==> src/rtl/sample_pipe_pkg.sv <==
// Shared types and limits for the audio sample retiming pipe.
package sample_pipe_pkg;

   localparam int SAMPLE_W  = 16;
   localparam int MAX_DEPTH = 8;

   typedef logic [SAMPLE_W-1:0] sample_t;

   // Occupancy of one two-entry skid slice
   typedef enum logic [1:0] {
      EMPTY = 2'd0,
      ONE   = 2'd1,
      FULL  = 2'd2
   } stage_state_e;

endpackage

==> src/rtl/sample_pipe_stage.sv <==
// One two-entry skid slice: main register drives downstream, skid register
// catches the sample that arrives in the cycle downstream stalls. Ready is
// decoded purely from held state, so it never follows dnReady_i within a cycle.
module sample_pipe_stage import sample_pipe_pkg::*; #(
   parameter int WIDTH = SAMPLE_W
) (
   input  logic             clk,
   input  logic             reset,
   input  logic             flush_i,
   input  logic             upValid_i,
   input  logic [WIDTH-1:0] upData_i,
   output logic             upReady_o,
   output logic             dnValid_o,
   output logic [WIDTH-1:0] dnData_o,
   input  logic             dnReady_i
);

   stage_state_e     state_q, state_d;
   logic [WIDTH-1:0] mainData_q, mainData_d;
   logic [WIDTH-1:0] skidData_q, skidData_d;
   logic             push;
   logic             pop;

   assign upReady_o = (state_q != FULL);
   assign dnValid_o = (state_q != EMPTY);
   assign dnData_o  = mainData_q;
   assign push      = upValid_i & upReady_o;
   assign pop       = dnValid_o & dnReady_i;

   // Next-state and data steering; flush overrides any push or pop
   always_comb begin
      state_d    = state_q;
      mainData_d = mainData_q;
      skidData_d = skidData_q;
      if (flush_i) begin
         state_d    = EMPTY;
         mainData_d = '0;
         skidData_d = '0;
      end else begin
         case (state_q)
            EMPTY: begin
               if (push) begin
                  state_d    = ONE;
                  mainData_d = upData_i;
               end
            end
            ONE: begin
               if (push && !pop) begin
                  state_d    = FULL;
                  skidData_d = upData_i;
               end else if (push && pop) begin
                  mainData_d = upData_i;
               end else if (pop) begin
                  state_d = EMPTY;
               end
            end
            FULL: begin
               if (pop) begin
                  state_d    = ONE;
                  mainData_d = skidData_q;
                  skidData_d = '0;
               end
            end
            default: begin
               state_d = EMPTY;
            end
         endcase
      end
   end

   // State and data registers, cleared immediately on reset
   always_ff @(posedge clk or posedge reset) begin
      if (reset) begin
         state_q    <= EMPTY;
         mainData_q <= '0;
         skidData_q <= '0;
      end else begin
         state_q    <= state_d;
         mainData_q <= mainData_d;
         skidData_q <= skidData_d;
      end
   end

endmodule

==> src/rtl/sample_pipe.sv <==
// Registered multi-stage sample pipe: DEPTH skid slices in series with a
// running count of samples held anywhere in the chain.
module sample_pipe import sample_pipe_pkg::*; #(
   parameter  int WIDTH = 16,
   parameter  int DEPTH = 2,
   localparam int CNT_W = $clog2(2*DEPTH+1)
) (
   input  logic             clk,
   input  logic             reset,
   input  logic             flush,
   input  logic             in_valid,
   input  logic [WIDTH-1:0] in_data,
   output logic             in_ready,
   output logic             out_valid,
   output logic [WIDTH-1:0] out_data,
   input  logic             out_ready,
   output logic [CNT_W-1:0] occupancy
);

   generate
      if (DEPTH < 1 || DEPTH > MAX_DEPTH) begin : g_badDepth
         $error("sample_pipe: DEPTH must be in 1..%0d", MAX_DEPTH);
      end
      if (WIDTH < 1 || WIDTH > 32) begin : g_badWidth
         $error("sample_pipe: WIDTH must be in 1..32");
      end
   endgenerate

   logic [DEPTH:0]   validChain;
   logic [DEPTH:0]   readyChain;
   logic [WIDTH-1:0] dataChain [DEPTH+1];
   logic [CNT_W-1:0] occCount_q, occCount_d;
   logic             accept;
   logic             emit;

   assign validChain[0]     = in_valid;
   assign dataChain[0]      = in_data;
   assign in_ready          = readyChain[0];
   assign out_valid         = validChain[DEPTH];
   assign out_data          = dataChain[DEPTH];
   assign readyChain[DEPTH] = out_ready;

   generate
      for (genvar g = 0; g < DEPTH; g++) begin : g_stage
         sample_pipe_stage #(.WIDTH(WIDTH)) u_stage (
            .clk       (clk),
            .reset     (reset),
            .flush_i   (flush),
            .upValid_i (validChain[g]),
            .upData_i  (dataChain[g]),
            .upReady_o (readyChain[g]),
            .dnValid_o (validChain[g+1]),
            .dnData_o  (dataChain[g+1]),
            .dnReady_i (readyChain[g+1])
         );
      end
   endgenerate

   assign accept    = in_valid & in_ready;
   assign emit      = out_valid & out_ready;
   assign occupancy = occCount_q;

   // Occupancy tracks accepts minus emits; flush empties the whole chain
   always_comb begin
      occCount_d = occCount_q;
      if (flush) begin
         occCount_d = '0;
      end else if (accept && !emit) begin
         occCount_d = occCount_q + CNT_W'(1);
      end else if (emit && !accept) begin
         occCount_d = occCount_q - CNT_W'(1);
      end
   end

   // Occupancy register
   always_ff @(posedge clk or posedge reset) begin
      if (reset) begin
         occCount_q <= '0;
      end else begin
         occCount_q <= occCount_d;
      end
   end

endmodule
==> config.mk <==
export PLATFORM = sky130hd
export DESIGN_NAME = sample_pipe
export DESIGN_NICKNAME = d
export VERILOG_FILES = /design/src/rtl/sample_pipe_pkg.sv /design/src/rtl/sample_pipe_stage.sv /design/src/rtl/sample_pipe.sv
export SDC_FILE = /design/constraint.sdc
export NUM_CORES = 1
export LEC_CHECK = 0
export CAP_MARGIN = 20
export CORE_MARGIN = 10
export CORE_UTILIZATION = 65
export CTS_CLUSTER_SIZE = 28
export DETAILED_ROUTE_END_ITERATION = 8
export DONT_BUFFER_PORTS = 1
export HOLD_SLACK_MARGIN = 0.08
export PLACE_DENSITY = 0.78
export SLEW_MARGIN = 25
export SYNTH_ARGS = -nofsm -noshare
export SYNTH_HDL_FRONTEND = slang
export SYNTH_SLANG_ARGS = --single-unit
export TNS_END_PERCENT = 10
==> constraint.sdc <==
create_clock -name clk -period 5.3 [get_ports clk]
set_input_delay 0.795 -clock clk [delete_from_list [all_inputs] [get_ports clk]]
set_output_delay 0.795 -clock clk [all_outputs]
set_load 0.03 [all_outputs]
# Yosys cells after proc, flatten, opt, wreduce, memory -nomap -nowiden
# Cells that the tools add are included.
[classes]
add_sub_neg = 2
n_eq_ne = 20
muxes = 36
bitwise = 3
n_reduce_logical = 24
[ops]
columns = ["cell", "count"]
rows = [
  ["$mux 16", 16],
  ["$pmux 16 s3", 2],
  ["$pmux 16 s2", 2],
  ["$mux 2", 11],
  ["$ne 3x2->1 const B", 5],
  ["$ne 3x3->1 const B", 5],
  ["$ne 4x3->1 const B", 3],
  ["$pmux 2 s3", 2],
  ["$reduce_and 5->1", 2],
  ["$mux 3", 3],
  ["$reduce_bool 3->1", 3],
  ["$reduce_and 4->1", 2],
  ["$reduce_bool 4->1", 2],
  ["$logic_and 1x1->1", 6],
  ["$reduce_and 3->1", 2],
  ["$eq 2x1->1 const B", 2],
  ["$eq 2x2->1 const B", 2],
  ["$logic_not 2->1", 2],
  ["$ne 2x2->1 const B", 2],
  ["$ne 4x2->1 const B", 1],
  ["$reduce_bool 2->1", 2],
  ["$add 3x1->3 const B", 1],
  ["$and 1x1->1", 3],
  ["$logic_not 1->1", 3],
  ["$sub 3x1->3 const B", 1],
]
[word_totals]
ff_bits = 71
inputBits = 21

# Logic depth before layout (Yosys ltp)
# Gate-level depths: netlist of run 1.
[depth]
word_depth = 7
ltp_mapped = 9
mapped_depth_nobuf = 8

# Hierarchy
# Synthesis of run 1 repeated with hierarchy kept, for this count alone.
[hier_totals]
hier_cells = 352
area_unflattened_um2 = 4047.6
[modules_own_cells]
columns = ["module", "instances", "cells_per_inst", "area_each_um2", "seq_area_each_um2"]
rows = [
  ["sample_pipe_stage", 2, 163, 1906.8, 850.8],
  ["sample_pipe", 1, 26, 234.0, 75.1],
]

# Least setup slack after synthesis of run 1
# Ideal clock, no wire load.
[synth_timing]
path_kind = "input-to-reg"
from = "input port out_ready"
to = "register occCount_q[2] (netlist: occupancy[2])"
arrival_ps = 1992
required_ps = 5165
setup_slack_ps = 3173
path_stages = 7
path_buffers = 1
path_cell_list = "nor2b_1 clkbuf_1 nor2_1 fa_1 nor3_1 o21ai_0 nor3b_1"
[synth_between]
elab_chain_cells = 5
[synth_lines]
columns = ["element", "line", "source"]
rows = [
  ["start, declared", "sample_pipe.sv:16", "input logic out_ready,"],
  ["$and 1x1->1 (*)", "sample_pipe.sv:60", "assign emit = out_valid & out_ready;"],
  ["$logic_not 1->1", "sample_pipe.sv:68", "end else if (accept && !emit) begin"],
  ["$logic_and 1x1->1", "sample_pipe.sv:68", ""],
  ["$mux 3", "sample_pipe.sv:68", ""],
  ["$mux 3", "sample_pipe.sv:66", "if (flush) begin"],
  ["end signal, assigned", "sample_pipe.sv:80", "occCount_q <= occCount_d;"],
  ["end, declared", "sample_pipe.sv:32", "logic [CNT_W-1:0] occCount_q, occCount_d;"],
]
# Mark *: on every way between the ends. The rest lies on a longest branch, timed or not.
# A chain may end at the register's enable or synchronous reset.

# Worst setup path after layout of run 1
[layout_timing]
from = "register g_stage[1].u_stage.state_q[0]"
to = "register g_stage[1].u_stage.mainData_q[0]"
[layout_between]
elab_chain_cells = 6
[layout_lines]
columns = ["element", "line", "source"]
rows = [
  ["start, declared", "sample_pipe_stage.sv:18", "stage_state_e state_q, state_d;"],
  ["start signal, assigned", "sample_pipe_stage.sv:78", "state_q <= state_d;"],
  ["$reduce_bool 2->1", "sample_pipe_stage.sv:25", "assign dnValid_o = (state_q != EMPTY);"],
  ["$and 1x1->1", "sample_pipe_stage.sv:28", "assign pop = dnValid_o & dnReady_i;"],
  ["$logic_not 1->1", "sample_pipe_stage.sv:48", "if (push && !pop) begin"],
  ["$logic_and 1x1->1", "sample_pipe_stage.sv:48", ""],
  ["$ne 3x3->1 (no line)", "--", ""],
  ["$reduce_and 5->1 (no line)", "--", ""],
  ["end signal, assigned", "sample_pipe_stage.sv:79", "mainData_q <= mainData_d;"],
  ["end, declared", "sample_pipe_stage.sv:19", "logic [WIDTH-1:0] mainData_q, mainData_d;"],
]
# Parallel ways exist; a longest one is shown, timed or not.

==> out/qor.txt, run 1 <==
status - finished, final reports clean
routed vias - 2691
die area - 9600 sq um
setup bufs post-CTS - 0
Tmin final - 2.63 ns
drt pass-1 iters - 6
HP Class - input pin to register
P&R area growth vs syn - 1.33%
DRC Markers - 0
CP Launch Type - register
Unique masters post-synth - 52
R2R setup slack - 2.67 ns
Setup violations, final - 0
GRT overflow - 0
Die Ht - 98.0 microns
Num CTS Buffers - 9
share of layout cells above drive strength 1 - 0.154
Hold Startpoint - flush
yosys warns - 0
I/O Buffers - 0
Worst path most repeated cell - a21o_1
register area share after synthesis - 0.450
CP arrival - 2.92 ns
diode count - 0
DR iter-0 viols - 256
CP max FO - 13
Routed WL - 7950 microns
cell area after synthesis - 3950 sq um
Final Hold Vio Count - 0
period utilisation layout - 0.496
first-pass GRT wire length - 13100 microns
Slew Limit Fails - 0
CP Data Required Time - 5.59 ns
post-layout util - 0.676
clk slew on worst S/H paths - 0.08 ns
Starting Density - 0.668
site row count - 28
fillers - 432
# resized after CTS - 0
io pins - 42
antenna violations before repair - 0
post-synthesis register bit count - 71
HPWL Detailed - 5310 microns
slowest stage delay, CP - 0.50 ns
R2R Path End - g_stage[1].u_stage.dnData_o[0]
CTS max path bufs - 2
setup TNS - 0 ns
max_cap viols - 0
htree depth - 3
kind of critical path - register to register
Total GRT Usage - 0.164
P per Cell Area - 523 nW/um^2
max_slew headroom - 0.398
CTS tree - yes
Hold EP - g_stage[1].u_stage.skidData_q[14]
Worst-Margin Slew - 0.903 ns
largest net degree at the start of global routing - 72
CTS root buffer - clkbuf_8
Via density - 6.24
register area - 1780 sq um
core area - 5920 sq um
final instance area - 4010 sq um
slowest stage cell, crit path - a21o_1
multi-input logic area - 1860 sq um
Syn Nets - 412
DR WL/cell - 18.4 microns
CTS Hold Bufs - 0
routability cong. - 0.865
reg2reg path depth - 6
Nets - 383
vias in the first global route - 2502
Routed Antenna Nets - 0
die width - 98.0 microns
TritonCTS Sinks - 71
worst vdd ir - 279 uV
DP Area - 3810 sq um
fmax - 380 MHz
Setup crit end kind - register
critical path, cell by cell - inv_1 -> ha_1 -> or2_0 -> a32o_1 -> a21o_1 -> a21o_1
unrepaired setup endpoints after global routing - false
Worst Hold Depth - 1
leakage - 1.80 nW
clock latency on the worst-skew pair - 0.35 ns
syn avg cell area - 10.4 sq um
clock skew - 0.00782 ns
cells after synthesis - 380
R2R Path Start - g_stage[1].u_stage.state_q[0]
[area by class of cell]
type | instances | share of cell area
clock buffer | 10 | 0.0344
inverter | 15 | 0.0141
sequential | 71 | 0.444
clock inverter | 6 | 0.0150
tap | 75 | 0.0234
timing repair buffer | 3 | 0.00562
multi-input combinational | 251 | 0.464
[kinds of logic after synthesis]
kind of cell,count (synthesis),share of synthesized area
adder cells (fa/ha/maj),11,0.0367
multiplexers,48,0.127
flip-flops,71,0.450
AND/OR/NAND/NOR,100,0.132
AO/OA/AOI/OAI,89,0.166
XOR/XNOR,3,0.00665
buffers and inverters,58,0.0820
[state kept, by name, summed over array words and instances (netlist names)]
register / flops
g_stage.u_stage.dnData_o: 32
g_stage.u_stage.skidData_q: 32
g_stage.u_stage.state_q: 4
occupancy: 3
[power breakdown]
part           switching, mW  internal (mW)  leakage [nW]  total [mW]
Sequential             0.250          0.686         0.960       0.936
Combinational          0.429          0.295         0.737       0.724
Clock                  0.205          0.227        0.0981       0.433
[metrics by stage]
step | total power, mW | setup slack [ns] | cells | hold WS (ns)
finish | 2.09 | 2.67 | 431 | 0.509
global route | 2.22 | 2.48 | 431 | 0.502
CTS | 2.10 | 2.72 | 431 | 0.502
detailed placement | 1.67 | 2.75 | 415 | 0.514
global placement | 1.63 | 2.78 | 415 | 0.504
floorplan | 1.62 | 2.71 | 380 | 0.451
[synth_stat cells (all sizes together)]
| library cell | n | area [sq um] |
|---|---|---|
| a41oi | 1 | 27.5 |
| nand4 | 2 | 12.5 |
| o21a | 1 | 7.51 |
| o32a | 1 | 10.0 |
| a211oi | 1 | 7.51 |
| o22ai | 2 | 12.5 |
| o2bb2ai | 13 | 176 |
| o21ai | 19 | 95.1 |
| mux2i | 32 | 320 |
| nor3b | 1 | 7.51 |
| nand2 | 3 | 11.3 |
| a22oi | 1 | 7.51 |
| a31oi | 2 | 12.5 |
| nor2 | 38 | 143 |
| a32o | 1 | 10.0 |
| buf | 30 | 219 |
| o32ai | 3 | 26.3 |
| nor2b | 20 | 125 |
| nor3 | 2 | 10.0 |
| a2bb2oi | 2 | 23.8 |
| nor4b | 2 | 23.8 |
| mux2 | 16 | 180 |
| or3 | 2 | 17.5 |
| o31ai | 1 | 7.51 |
| nor4 | 4 | 25.0 |
| a31o | 1 | 8.76 |
| a311o | 3 | 30.0 |
| nand3b | 1 | 7.51 |
| or2 | 2 | 12.5 |
| nand3 | 15 | 75.1 |
| a21oi | 35 | 179 |
| a21o | 2 | 15.0 |
| ha | 10 | 125 |
| fa | 1 | 20.0 |
| clkbuf | 13 | 48.8 |
| xnor2 | 3 | 26.3 |
| nand4b | 1 | 8.76 |
| dfrtp | 71 | 1780 |
| nand2b | 3 | 18.8 |
| inv | 15 | 56.3 |
| and2 | 3 | 18.8 |
| and3 | 1 | 6.26 |
[cell usage in the layout, fill, tap and decap left out, drive strengths merged, types with 2 or more instances in the layout]
master and instances:
nor2 38, clkinvlp 2, and2 3, o22ai 2
mux2i 32, clkinv 3, o21ai 19, dfrtp 71
nor3 2, or3 2, clkbuf 10, nand4 2
a31oi 2, mux2 16, a21o 2, o2bb2ai 13
nand3 15, nand2 3, buf 3, a311o 3
nor2b 20, or2 2, inv 15, xnor2 3
nor4b 2, ha 10, a21oi 35, a2bb2oi 2
o32ai 3, nor4 4, nand2b 3
[worst max-delay path, delay by kind of cell (launching register included)]
kind	cells	cell delay (ns)
compound gates	3	1.14
flops	1	0.41
simple gates	1	0.42
buf+inv	1	0.13
fa+ha+maj	1	0.45
[worst max path at each step]
stage,cells after the start,from,slack [ns],endpoint
2_1_floorplan,1,reset,2.71,g_stage[0].u_stage.dnData_o[0]
3_3_place_gp,4,in_valid,2.78,g_stage[0].u_stage.dnData_o[5]
3_5_place_dp,6,g_stage[1].u_stage.state_q[0],2.75,g_stage[1].u_stage.dnData_o[0]
4_1_cts,6,g_stage[1].u_stage.state_q[0],2.72,g_stage[1].u_stage.dnData_o[0]
5_1_grt,6,g_stage[1].u_stage.state_q[0],2.48,g_stage[1].u_stage.dnData_o[0]
6_report,6,g_stage[1].u_stage.state_q[0],2.67,g_stage[1].u_stage.dnData_o[0]
[metal layers]
| metal | part of all wire | vias up | global-route usage |
|---|---|---|---|
| met3 | 0.075 | 13 | 0.0550 |
| met2 | 0.43 | 86 | 0.224 |
| met1 | 0.48 | 1327 | 0.226 |
| met5 | 0 | - | 0 |
| li1 | - | 1265 | - |
| met4 | 0.017 | 0 | 0.0761 |
(Power assumes the default switching activity.)
==> inputs of run 2 (changes only) <==
CORE_UTILIZATION = 64   (was 65)
PLACE_DENSITY = 0.77   (was 0.78)
clock period = 2.6 ns   (was 5.3 ns; I/O delays follow)
==> run 2 against run 1 <==
  * Core utilization grew 1.7 points
  * Clock skew up 0.0035 ns
  * Via count is 0.33% lower
  * Clock power rose to 2.5 times the previous value
  * Critical endpoint is now g_stage[1].u_stage.skidData_q[8]
  * Highest routed layer unchanged
==> out/qor.txt, run 2 (same netlist as run 1, synthesis figures left out) <==
status - finished, final reports clean
register area - 1780 sq um (unchanged)
period utilisation layout - 0.887 (+0.391)
Routed Antenna Nets - 0 (unchanged)
TritonCTS Sinks - 71 (unchanged)
max_slew headroom - 0.418 (+0.0196)
worst vdd ir - 572 uV (+100%)
Slew Limit Fails - 0 (unchanged)
kind of critical path - register to register
Hold Startpoint - flush
commonest cells after routing, fill and taps aside - 71 x dfrtp_1, 38 x nor2_1, 34 x a21oi_1
DRC Markers - 0 (unchanged)
R2R Path End - g_stage[1].u_stage.skidData_q[8]
HP Class - input pin to register
leakage - 1.86 nW (+3.6%)
GRT overflow - 0 (unchanged)
Final Hold Vio Count - 0 (unchanged)
Routed WL - 7840 microns (-1.4%)
Starting Density - 0.664 (-0.00393)
Num CTS Buffers - 9 (unchanged)
routed vias - 2682 (-0.33%)
die width - 98.6 microns (+0.62%)
setup bufs post-CTS - 0 (unchanged)
fin cells - 438 (+1.6%)
Worst-Margin Slew - 0.870 ns (-0.0326 ns)
I/O Buffers - 0 (unchanged)
Worst Setup SP - g_stage[1].u_stage.state_q[1]
unrepaired setup endpoints after global routing - false
CP Data Required Time - 2.87 ns (-2.72 ns)
CTS root buffer - clkbuf_8
clock skew - 0.0113 ns (+0.00348 ns)
Worst Hold Depth - 1 (unchanged)
CTS tree - yes
htree depth - 3 (unchanged)
vias in the first global route - 2575 (+2.9%)
worst hold slack - 0.126 ns (-0.383 ns)
DR iter-0 viols - 160 (-38%)
largest net degree at the start of global routing - 72 (unchanged)
CP Launch Type - register
Via density - 6.12 (-1.9%)
site row count - 28 (unchanged)
reg2reg path depth - 7 (+1)
fillers - 444 (+2.8%)
antenna violations before repair - 0 (unchanged)
CP arrival - 2.58 ns (-0.34 ns)
routability cong. - 0.869 (+0.50%)
core area - 5960 sq um (+0.59%)
Total GRT Usage - 0.161 (-0.00252)
Setup violations, final - 0 (unchanged)
share of layout cells above drive strength 1 - 0.171 (+0.0163)
Placed Cells - 421 (+1.4%)
Nets - 390 (+1.8%)
Die Ht - 98.6 microns (+0.62%)
CP max FO - 16 (+3)
die area - 9720 sq um (+1.2%)
R2R Path Start - g_stage[1].u_stage.state_q[1]
R2R setup slack - 0.29 ns (-2.38 ns)
max_cap viols - 0 (unchanged)
Setup crit end kind - register
CTS max path bufs - 2 (unchanged)
clock latency on the worst-skew pair - 0.34 ns (about the same)
DR WL/cell - 17.9 microns (-3.0%)
Tmin final - 2.31 ns (-0.323 ns)
P&R area growth vs syn - 4.50%
multi-input logic area - 1860 sq um (about the same)
diode count - 0 (unchanged)
first-pass GRT wire length - 13200 microns (+0.69%)
drt pass-1 iters - 4 (-2)
most common cell after layout, fill and taps aside - dfrtp_1
setup TNS - 0 ns (unchanged)
clk slew on worst S/H paths - 0.08 ns (about the same)
overall power - 4.51 mW (+120%)
P per Cell Area - 1090 nW/um^2 (+110%)
io pins - 42 (unchanged)
fmax - 434 MHz (+14%)
Hold EP - g_stage[1].u_stage.skidData_q[15]
HPWL Detailed - 5200 microns (-2.0%)
## run 2: cell types whose count changed in the layout (fill, tap and decap cells not counted), sizes merged
| cell | previous run | this run |
|---|---|---|
| clkinvlp | 2 | 0 |
| dlygate4sd3 | 0 | 1 |
| buf | 3 | 9 |
| bufinv | 1 | 3 |
| clkinv | 3 | 2 |
| inv | 15 | 16 |
## run 2: timing repair
action,in CTS,in global routing
hold endpoints to repair,71,0
resized for setup,0,1
setup endpoints to repair,0,8
hold buffers,1,0
## run 2: area by class of cell
cell class	count	area share
timing repair buffer	10	0.0218
clock inverter	6	0.0282
inverter	15	0.0136
clock buffer	10	0.0333
sequential	71	0.430
tap	75	0.0227
multi-input combinational	251	0.450
## run 2: worst max-delay path by stage
| stage | end | slack [ns] | depth (start not counted) |
|---|---|---|---|
| 4_1_cts | g_stage[1].u_stage.dnData_o[10] | 0.13 | 6 |
| 2_1_floorplan | g_stage[0].u_stage.dnData_o[0] | 0.41 | 1 |
| 3_3_place_gp | g_stage[1].u_stage.dnData_o[0] | 0.30 | 6 |
| 6_report | g_stage[1].u_stage.skidData_q[8] | 0.29 | 7 |
| 5_1_grt | g_stage[1].u_stage.skidData_q[8] | 0.11 | 7 |
| 3_5_place_dp | g_stage[1].u_stage.dnData_o[0] | 0.13 | 6 |
## run 2: where the power goes
group	total, mW	internal (mW)	switching, mW
clock network	1.10	0.670	0.430
registers	1.91	1.40	0.512
logic	1.50	0.630	0.874
## run 2: critical path, stage by stage, from the launching register on
cell     delay, ns
dfrtp_1       0.46
inv_1         0.11
ha_1          0.28
nor2b_1       0.12
buf_4         0.18
nor2_1        0.66
o21ai_0       0.25
a21oi_1       0.18
## run 2: metrics by stage
stage / area [sq um] / setup slack, ns / util
global placement: 3860 / 0.300 / 0.648
global route: 4130 / 0.109 / 0.693
floorplan: 3950 / 0.413 / -
finish: 4130 / 0.294 / 0.693
CTS: 4120 / 0.130 / 0.692
detailed placement: 3860 / 0.134 / 0.648
## run 2: metal layers
layer  global-route usage  wire length (microns)  part of all wire  up-vias
met1                0.232                   3800              0.48     1309
met3               0.0496                    574             0.073       12
met4               0.0673                     93             0.012        0
li1                     -                      -                 -     1280
met2                0.217                   3370              0.43       81
met5                    0                      0                 0        -
